File: src/rtl/seq_mult_if.sv
// ----------------------------------------------------------------------------
// seq_mult_if : request/result bundle for the sequential 32x32 multiplier.
//
// Signals
//   start         requester -> multiplier   begin a multiply (sampled in IDLE)
//   multiplicand  requester -> multiplier   operand A, 32 bits
//   multiplier    requester -> multiplier   operand B, 32 bits
//   busy          multiplier -> requester   high while RUN or DONE
//   done          multiplier -> requester   one-cycle completion pulse
//   product       multiplier -> requester   registered 64-bit result
//
// Modports: master = requester (ALU control), slave = multiplier.
// ----------------------------------------------------------------------------
interface seq_mult_if;
    logic        start;
    logic [31:0] multiplicand;
    logic [31:0] multiplier;
    logic        busy;
    logic        done;
    logic [63:0] product;

    modport master (
        output start, multiplicand, multiplier,
        input  busy, done, product
    );

    modport slave (
        input  start, multiplicand, multiplier,
        output busy, done, product
    );
endinterface

File: src/rtl/seq_mult_32.sv
// ----------------------------------------------------------------------------
// seq_mult_32 : multi-cycle unsigned 32x32 -> 64 shift-add multiplier built
// around the 32-bit ripple-carry adder (add_func). One adder pass per cycle;
// the adder carry-out becomes the top bit of the right-shifted {hi,lo} pair.
//
// Ports
//   clk   in   system clock, rising edge
//   rst   in   synchronous active-high reset, priority over everything
//   bus   slave modport of seq_mult_if (start/operands in, busy/done/product out)
//
// Parameters
//   WIDTH  operand width, must be 32 (the adder is 32-bit)
//   CNT_W  iteration counter width, must hold 32
//
// Optional build macro
//   SEQ_MULT_EARLY_DONE_EN : finish as soon as no multiplier bits remain,
//   aligning the partial product with one barrel shift. Undefined -> fixed
//   32-iteration latency and no barrel shifter.
// ----------------------------------------------------------------------------

// 32-bit ripple-carry adder; o_overflow is the carry-out.
module add_func (
    input  logic [31:0] i_x,
    input  logic [31:0] i_y,
    output logic [31:0] o_sum,
    output logic        o_overflow
);
    logic [32:0] w_c;

    assign w_c[0] = 1'b0;

    for (genvar i = 0; i < 32; i++) begin : g_fa
        assign o_sum[i]  = i_x[i] ^ i_y[i] ^ w_c[i];
        assign w_c[i+1]  = (i_x[i] & i_y[i]) | (w_c[i] & (i_x[i] ^ i_y[i]));
    end

    assign o_overflow = w_c[32];
endmodule

module seq_mult_32 #(
    parameter int WIDTH = 32,
    parameter int CNT_W = 6
) (
    input  logic      clk,
    input  logic      rst,
    seq_mult_if.slave bus
);
    if (WIDTH != 32) begin : g_bad_width
        $error("seq_mult_32: WIDTH must be 32 to match add_func");
    end

    typedef enum logic [1:0] {
        S_IDLE = 2'd0,
        S_RUN  = 2'd1,
        S_DONE = 2'd2
    } state_t;

    state_t                 r_state, w_state_nxt;
    logic [WIDTH-1:0]       r_mcand, w_mcand_nxt;
    logic [WIDTH-1:0]       r_hi, w_hi_nxt;
    logic [WIDTH-1:0]       r_lo, w_lo_nxt;
    logic [CNT_W-1:0]       r_count, w_count_nxt;
    logic [2*WIDTH-1:0]     r_product, w_product_nxt;

    logic [WIDTH-1:0]       w_y;
    logic [WIDTH-1:0]       w_sum;
    logic                   w_carry;
    logic [2*WIDTH-1:0]     w_shift;

    // Add the multiplicand only when the current multiplier bit is set.
    assign w_y = r_lo[0] ? r_mcand : '0;

    add_func u_add (
        .i_x        (r_hi),
        .i_y        (w_y),
        .o_sum      (w_sum),
        .o_overflow (w_carry)
    );

    // 65-bit {carry,sum,lo[31:1]} shifted right by one; the lsb of lo falls off.
    assign w_shift = {w_carry, w_sum, r_lo[WIDTH-1:1]};

`ifdef SEQ_MULT_EARLY_DONE_EN
    // lo[WIDTH-1-k:0] are the multiplier bits still to be processed.
    logic [WIDTH-1:0]   w_mask;
    logic               w_early;
    logic [CNT_W-1:0]   w_rsh;
    logic [2*WIDTH-1:0] w_early_prod;

    assign w_mask       = {WIDTH{1'b1}} >> r_count;
    assign w_early      = ((r_lo & w_mask) == '0);
    assign w_rsh        = CNT_W'(WIDTH) - r_count;
    assign w_early_prod = {r_hi, r_lo} >> w_rsh;
`endif

    always_comb begin
        w_state_nxt   = r_state;
        w_mcand_nxt   = r_mcand;
        w_hi_nxt      = r_hi;
        w_lo_nxt      = r_lo;
        w_count_nxt   = r_count;
        w_product_nxt = r_product;

        case (r_state)
            S_IDLE: begin
                if (bus.start) begin
                    w_mcand_nxt = bus.multiplicand;
                    w_lo_nxt    = bus.multiplier;
                    w_hi_nxt    = '0;
                    w_count_nxt = '0;
                    w_state_nxt = S_RUN;
                end
            end
            S_RUN: begin
`ifdef SEQ_MULT_EARLY_DONE_EN
                if (w_early) begin
                    w_product_nxt = w_early_prod;
                    w_state_nxt   = S_DONE;
                end else
`endif
                begin
                    w_hi_nxt    = w_shift[2*WIDTH-1:WIDTH];
                    w_lo_nxt    = w_shift[WIDTH-1:0];
                    w_count_nxt = r_count + 1'b1;
                    if (r_count == CNT_W'(WIDTH-1)) begin
                        w_product_nxt = w_shift;
                        w_state_nxt   = S_DONE;
                    end
                end
            end
            S_DONE: begin
                w_state_nxt = S_IDLE;
            end
            default: begin
                w_state_nxt = S_IDLE;
            end
        endcase
    end

    always_ff @(posedge clk) begin
        if (rst) begin
            r_state   <= S_IDLE;
            r_mcand   <= '0;
            r_hi      <= '0;
            r_lo      <= '0;
            r_count   <= '0;
            r_product <= '0;
        end else begin
            r_state   <= w_state_nxt;
            r_mcand   <= w_mcand_nxt;
            r_hi      <= w_hi_nxt;
            r_lo      <= w_lo_nxt;
            r_count   <= w_count_nxt;
            r_product <= w_product_nxt;
        end
    end

    assign bus.busy    = (r_state != S_IDLE);
    assign bus.done    = (r_state == S_DONE);
    assign bus.product = r_product;
endmodule

File: src/flat_wrapper.sv
// flat-port wrapper written by rule: the top's interface ports become plain ports
module seq_mult_32_flat 
#(
    parameter int WIDTH = 32,
    parameter int CNT_W = 6
)
  (clk, rst, bus_start, bus_multiplicand, bus_multiplier, bus_busy, bus_done, bus_product);
  seq_mult_if bus_i ();
  input  logic clk;
  input  logic rst;
  input wire logic [$bits(bus_i.start)-1:0] bus_start;
  input wire logic [$bits(bus_i.multiplicand)-1:0] bus_multiplicand;
  input wire logic [$bits(bus_i.multiplier)-1:0] bus_multiplier;
  output wire logic [$bits(bus_i.busy)-1:0] bus_busy;
  output wire logic [$bits(bus_i.done)-1:0] bus_done;
  output wire logic [$bits(bus_i.product)-1:0] bus_product;
  assign bus_i.start = bus_start;
  assign bus_i.multiplicand = bus_multiplicand;
  assign bus_i.multiplier = bus_multiplier;
  assign bus_busy = bus_i.busy;
  assign bus_done = bus_i.done;
  assign bus_product = bus_i.product;
  seq_mult_32 #(.WIDTH(WIDTH), .CNT_W(CNT_W)) u_core (.clk(clk), .rst(rst), .bus(bus_i));
endmodule
File: config.mk
export PLATFORM = sky130hd
export DESIGN_NAME = seq_mult_32_flat
export DESIGN_NICKNAME = d
export VERILOG_FILES = /design/src/rtl/seq_mult_if.sv /design/src/rtl/seq_mult_32.sv /design/src/flat_wrapper.sv
export SDC_FILE = /design/constraint.sdc
export NUM_CORES = 1
export LEC_CHECK = 0
export CELL_PAD_IN_SITES_DETAIL_PLACEMENT = 0
export CELL_PAD_IN_SITES_GLOBAL_PLACEMENT = 2
export CORE_MARGIN = 4
export CORE_UTILIZATION = 34
export DETAILED_ROUTE_END_ITERATION = 7
export PLACE_DENSITY = 0.89
export SETUP_SLACK_MARGIN = 0.15
export SYNTH_ARGS = -nofsm -noshare
export SYNTH_HDL_FRONTEND = slang
export SYNTH_SLANG_ARGS = --single-unit
File: constraint.sdc
create_clock -name clk -period 25.8 [get_ports clk]
set_input_delay 7.74 -clock clk [delete_from_list [all_inputs] [get_ports clk]]
set_output_delay 7.74 -clock clk [all_outputs]
set_load 0.005 [all_outputs]
==> results of run 1 <==
==> per-stage QoR <==
stage | setup WS [ps] | util, % | instances
2_1_floorplan | 11560 | - | 897
3_3_place_gp | 10890 | 41.2 | 1232
3_5_place_dp | 10800 | 41.2 | 1232
4_1_cts | 10740 | 43.9 | 1264
5_1_grt | 10310 | 43.9 | 1264
6_report | 10920 | 43.9 | 1264
==> registers in the layout, indices dropped and copies added (netlist names) <==
name                flops
u_core.r_mcand         32
u_core.r_count          6
u_core.r_hi            32
u_core.r_lo            32
u_core.bus.product     64
u_core.r_state          2
==> report_power, final <==
part / total (W) / leakage, nW / internal [W] / switching, W
Clock: 0.000260 / 0.284 / 0.000155 / 0.000105
Combinational: 0.0000532 / 1.33 / 0.0000234 / 0.0000298
Sequential: 0.000274 / 1.37 / 0.000268 / 0.00000604
Total: 0.000588 / 2.98 / 0.000447 / 0.000141
==> layer usage <==
layer	part of all wire [%]	vias up	GRT usage (%)
met5	0	-	0
met4	0.60	0	3.20
met3	4.8	10	3.61
met2	46	141	26.2
met1	48	2945	22.0
li1	-	3212	-
==> logic make-up after synthesis <==
kind of cell | Yosys count | synth area share (%)
simple gates | 341 | 23.1
fa+ha+maj | 33 | 8.48
flops | 168 | 44.2
compound gates | 233 | 17.4
mux | 1 | 0.148
buf+inv | 121 | 6.69
==> path summary, 6_finish.rpt <==
path / end / slack [ps] / cells past startpoint
worst min-delay path: u_core.r_mcand[5] / 450 / 2
worst min register to register: u_core.r_mcand[5] / 450 / 2
worst max register to register: u_core.r_hi[30] / 10920 / 36
worst max-delay path: u_core.r_hi[30] / 10920 / 36
==> cell type report <==
class | instances | area (um2) | area share [%]
clock buffer | 21 | 450 | 4.68
sequential | 168 | 3370 | 35.0
tap | 280 | 350 | 3.64
clock inverter | 11 | 145 | 1.51
timing repair buffer | 143 | 1410 | 14.6
multi-input combinational | 608 | 3780 | 39.3
inverter | 33 | 124 | 1.29
==> synth_stat cells (31+ instances only) <==
cell type	instances	area (um2)
a211oi_1	33	248
a21oi_1	129	646
a31oi_1	33	206
clkbuf_1	51	191
dfxtp_1	168	3360
fa_1	31	621
inv_1	33	124
nand2_1	99	372
nand2b_1	61	382
nand3_1	70	350
nor2_1	38	143
o21ai_0	31	155
==> worst max-delay path: cells and delay by family, from the launching register on <==
| family | cells | cell delay (ps) |
|---|---|---|
| AOI/OAI and AO/OA | 1 | 70 |
| DFF | 1 | 710 |
| and+or+nand+nor | 2 | 330 |
| adders and majority gates | 32 | 13550 |
| buffers and inverters | 1 | 50 |
==> layout by cell type (no fill, tap or decap), types with 3 or more instances in the layout <==
cell and n:
o21ai_0 31, clkbuf_16 17, clkdlybuf4s50_1 131, inv_1 33
a211oi_1 33, nand3_1 70, or3b_1 27, dfxtp_1 166
nor2_1 38, clkbuf_1 3, nand2b_1 60, a21oi_1 129
clkinvlp_4 3, a31oi_1 33, clkinv_2 3, nor4_1 3
fa_1 31, nand2_1 99, buf_4 11, bufinv_16 3
nor3_1 28
==> qor.csv, run 1 <==
stage,metric,value,unit
sta,Tmin final,14880,ps
sta,Hold Fails Final Rpt,0,
global_routing,pin count of the biggest net entering global routing,99,
global_routing,vias in the first global route,6287,
place,RePlAce Congestion,0.713,
worst_setup_path,Crit path arrival time,15120,ps
sta,Setup TNS,0,ps
worst_setup_path,FF-to-FF Start,u_core.r_lo[0],
pwr,Pleak,2.98,nW
routing,drt total wl,20.0,mm
floorplan,die area,24800,um2
synthesis,sequential area share after synthesis,44.2,%
finish,n_diodes,0,
clocking,Clock Pin Slew Worst Setup and Hold Paths,60,ps
synthesis,count of different cell masters after synthesis,39,
routing,Final ANT Viol Nets,0,
worst_setup_path,CP max-delay cell,dfxtp_1,
worst_setup_path,crit-path max cell delay,710,ps
place,Post-DP HPWL,12.0,mm
sta,ratio of final minimum period to clock period,57.7,%
sta,"Slew Viols, Final",0,
pwr,Design Power,0.000588,W
worst_setup_path,Critical Path Start Type,register,
floorplan,core box area,21900,um2
routing,drt pass-1 iters,4,
sta,Hold Worst Slack,455,ps
synthesis,"EDFF count, synth",0,
global_routing,first-pass GRT wire length,32.4,mm
worst_hold_path,Hold Path Origin,u_core.r_mcand[5],
finish,Fillers,2255,
global_routing,grt total ovfl,0,
clocking,CTS tree,yes,
place,Placed Instance Area,9020,um2
floorplan,row count,54,
synthesis,#FFs+latches synth,168,
synthesis,predominant post-synthesis flop cell,dfxtp_1,
global_routing,GR Util All Layers,16.0,%
worst_setup_path,Crit. Startpoint,u_core.r_lo[0],
clocking,Resize count post-CTS,0,
clocking,Setup Buffers After CTS,0,
synthesis,Syn Inst Count,897,
sta,fmax,0.0672,GHz
worst_hold_path,Hold Path Class,register to register,
worst_setup_path,worst-path fanout max,18,
outcome,outcome,"finished, final reports clean",
floorplan,height of the chip,158,um
worst_setup_path,CP endpoint kind,register,
worst_setup_path,Required @ worst endpoint,26050,ps
clocking,"Clk Latency, worst-skew pair",420,ps
routing,Vias/cell,4.99,
global_routing,antenna violations before repair,0,
sta,# setup viols final,0,
job,max cap viols,0,
floorplan,initial core utilization,34.8,%
finish,layout cells sized above 1,5.69,%
sta,Setup Skew,7.97,ps
clocking,Clock H-tree levels,4,
pwr,PD cells,61.1,nW/um2
finish,Final nets,1071,
place,port bufs,132,
worst_setup_path,"Top cell by count, worst path",fa_1,
clocking,CTS buffer count,17,
routing,drt drc,0,
floorplan,Die W,158,um
clocking,hold_buf cts,0,
pwr,worst vdd ir,0.0382,mV
sta,worst slew pin tran,1060,ps
clocking,CTS root buffer,clkbuf_16,
synthesis,synthesized area,7610,um2
sta,Relative slew margins,29.2,%
synthesis,asr flop ratio synth,0,%
routing,DR iter-0 viols,335,
routing,WL/cell,15.9,um
sta,RSZ-0062 raised after global routing,false,
synthesis,"Warnings, synthesis",0,
clocking,clock sink count,168,
finish,final instance area,9620,um2
synthesis,syn avg cell area,8.49,um2
routing,Vias,6308,
floorplan,I/O Pins,133,
worst_setup_path,worst setup path class,register to register,
synthesis,net count after synthesis,997,
clocking,clk buf depth,2,
finish,synth-to-layout area growth,26.4,%
(Power assumes the default switching activity.)
==> inputs of run 2 (changes only) <==
--- a/config.mk
+++ b/config.mk
@@ -8,9 +8,9 @@
 export CELL_PAD_IN_SITES_DETAIL_PLACEMENT = 0
 export CELL_PAD_IN_SITES_GLOBAL_PLACEMENT = 2
 export CORE_MARGIN = 4
-export CORE_UTILIZATION = 34
+export CORE_UTILIZATION = 28
 export DETAILED_ROUTE_END_ITERATION = 7
-export PLACE_DENSITY = 0.89
+export PLACE_DENSITY = 0.79
 export SETUP_SLACK_MARGIN = 0.15
 export SYNTH_ARGS = -nofsm -noshare
 export SYNTH_HDL_FRONTEND = slang
==> constraint.sdc (replaced) <==
create_clock -name clk -period 12.65 [get_ports clk]
set_input_delay 3.795 -clock clk [delete_from_list [all_inputs] [get_ports clk]]
set_output_delay 3.795 -clock clk [all_outputs]
set_load 0.005 [all_outputs]
==> run 2 against run 1 <==
Combinational power rose by 110%. Fmax rose by 22%. Die area rose by 20%. Sequential cell count did not move. Utilization fell by 7.7 points. Clock power rose by 85%. Largest power group unchanged. Sequential power rose by 100%. Cell count rose by 4.8%. Register-to-register slack got worse by 11000 ps. Clock-buffer cell count fell by 3. Critical endpoint unchanged. Power rose by 96%.
==> qor.csv, run 2 (synthesized netlist as in run 1, its figures left out) <==
stage,metric,value,unit,change
outcome,outcome,"finished, final reports clean",,
place,RePlAce Congestion,0.705,,-1.2%
floorplan,initial core utilization,28.3,%,-6.4 points
clocking,Clock Pin Slew Worst Setup and Hold Paths,70,ps,about the same
sta,Relative slew margins,30.1,%,+0.89 points
routing,DR iter-0 viols,403,,+20%
routing,drt pass-1 iters,4,,unchanged
global_routing,grt total ovfl,0,,unchanged
job,max cap viols,0,,unchanged
sta,worst slew pin tran,1050,ps,-16.6 ps
worst_setup_path,Critical Path Start Type,register,,
sta,Setup Skew,12.3,ps,+4.37 ps
finish,layout cells sized above 1,9.65,%,+4.0 points
routing,Final ANT Viol Nets,0,,unchanged
floorplan,I/O Pins,133,,unchanged
routing,Vias,6400,,+1.5%
finish,Multi-input gate area,3880,um2,+2.7%
sta,Tmin final,12240,ps,-2640 ps
place,Placed Instance Area,9180,um2,+1.7%
worst_setup_path,Required @ worst endpoint,12910,ps,"-13,140 ps"
floorplan,core box area,26900,um2,+23%
floorplan,height of the chip,173,um,+9.7%
sta,"Slew Viols, Final",0,,unchanged
clocking,clk buf depth,2,,unchanged
worst_hold_path,Hold Path Class,register to register,,
finish,Final nets,1072,,+0.093%
place,port bufs,132,,unchanged
worst_setup_path,cell family contributing the most delay on the critical path,adder cells,,
clocking,CTS root buffer,clkbuf_16,,
finish,"commonest non-fill, non-tap cell in the layout",dfxtp_1,,
finish,post-route non-filler standard cell count,1325,,+4.8%
finish,final instance area,9750,um2,+1.4%
worst_setup_path,crit-path max cell delay,500,ps,-210 ps
global_routing,met1 Usage GRT,20.2,%,-1.8 points
floorplan,die area,29900,um2,+20%
place,placed insts,1294,,+5.0%
worst_setup_path,CP max-delay cell,fa_1,,
finish,number of flip-flops in the largest register,64,,unchanged
global_routing,met3 Use GR,2.80,%,-0.81 points
pwr,worst vdd ir,0.0588,mV,+54%
routing,drt drc,0,,unchanged
pwr,PD cells,118,nW/um2,+93%
sta,Hold Fails Final Rpt,0,,unchanged
worst_setup_path,Bufs and invs on worst path,1,,unchanged
finish,n_diodes,0,,unchanged
clocking,Setup Buffers After CTS,0,,unchanged
finish,synth-to-layout area growth,28.1,%,
sta,Setup TNS,0,ps,unchanged
finish,Fillers,2778,,+23%
routing,drt total wl,21.7,mm,+8.3%
place,Post-DP HPWL,12.9,mm,+8.2%
worst_setup_path,worst setup path class,register to register,,
pwr,Design Power,0.00115,W,+96%
worst_setup_path,Crit path arrival time,12500,ps,-2620 ps
finish,Sequential cell area,3370,um2,about the same
global_routing,most used routing layer,met2,,
routing,WL/cell,16.4,um,+3.3%
floorplan,Die W,173,um,+9.7%
finish,most frequent cells in the layout,"dfxtp_1, clkdlybuf4s50_1, a21oi_1",,
clocking,hold_buf cts,0,,unchanged
global_routing,antenna violations before repair,0,,unchanged
global_routing,GR Util All Layers,14.4,%,-1.6 points
global_routing,pin count of the biggest net entering global routing,96,,-3.0%
clocking,CTS buffer count,17,,unchanged
sta,# setup viols final,0,,unchanged
routing,Vias/cell,4.83,,-3.2%
global_routing,vias in the first global route,6570,,+4.5%
worst_setup_path,CP endpoint kind,register,,
clocking,clock sink count,168,,unchanged
place,dpl ws,-95.8,ps,"-10,890 ps"
clocking,"Clk Latency, worst-skew pair",420,ps,about the same
clocking,Clock H-tree levels,4,,unchanged
pwr,Pleak,3.00,nW,+0.61%
sta,fmax,0.0817,GHz,+22%
clocking,CTS tree,yes,,
floorplan,row count,60,,+11%
global_routing,met2 global-route usage,23.4,%,-2.8 points
sta,setup ws final,409,ps,"-10,510 ps"
sta,RSZ-0062 raised after global routing,true,,
worst_setup_path,"Top cell by count, worst path",fa_2,,
worst_setup_path,worst-path fanout max,2,,-16
global_routing,first-pass GRT wire length,35.7,mm,+10%
sta,ratio of final minimum period to clock period,96.8,%,+39 points
-- run 2: per-stage QoR --
stage	hold slack, ps	util, %
final	456	36.3
after global routing	469	36.3
after CTS	456	36.2
after detailed placement	447	34.2
after global placement	444	34.2
after floorplan	432	-
-- run 2: metal layers --
metal,up-vias,part of all wire (%)
met4,0,0.75
met1,3059,50
met3,8,3.2
li1,3215,-
met5,-,0
met2,118,46
-- run 2: where the power goes --
group | switching, W | leakage, nW | internal (W)
combinational | 0.0000645 | 1.38 | 0.0000488
clock | 0.000223 | 0.251 | 0.000257
sequential | 0.0000111 | 1.37 | 0.000547
-- run 2: path summary, 6_finish.rpt --
| check | start | endpoint | slack, ps | depth (start not counted) |
|---|---|---|---|---|
| worst min-delay path | u_core.r_mcand[3] | u_core.r_mcand[3] | 460 | 2 |
| worst max-delay path | u_core.r_mcand[0] | u_core.r_hi[30] | 410 | 36 |
| worst min register to register | u_core.r_mcand[3] | u_core.r_mcand[3] | 460 | 2 |
| worst max register to register | u_core.r_mcand[0] | u_core.r_hi[30] | 410 | 36 |
-- run 2: repair_timing --
item	4_1_cts	5_1_grt
endpoints found under the setup margin	4	4
pin swaps	12	34
gates resized for setup	0	8
gates cloned	0	0
-- run 2: final cells by class --
cell class,count,share of cell area (%)
Multi-Input combinational cell,608,39.8
Sequential cell,168,34.5
Timing Repair Buffer,144,14.5
Clock buffer,18,4.50
Tap cell,341,4.38
Inverter,33,1.27
Clock inverter,13,1.03
-- run 2: worst min-delay path, stage by stage, from the launching register on --
cell	delay (ps)
dfxtp_1	310
nand2_1	50
a21oi_1	50
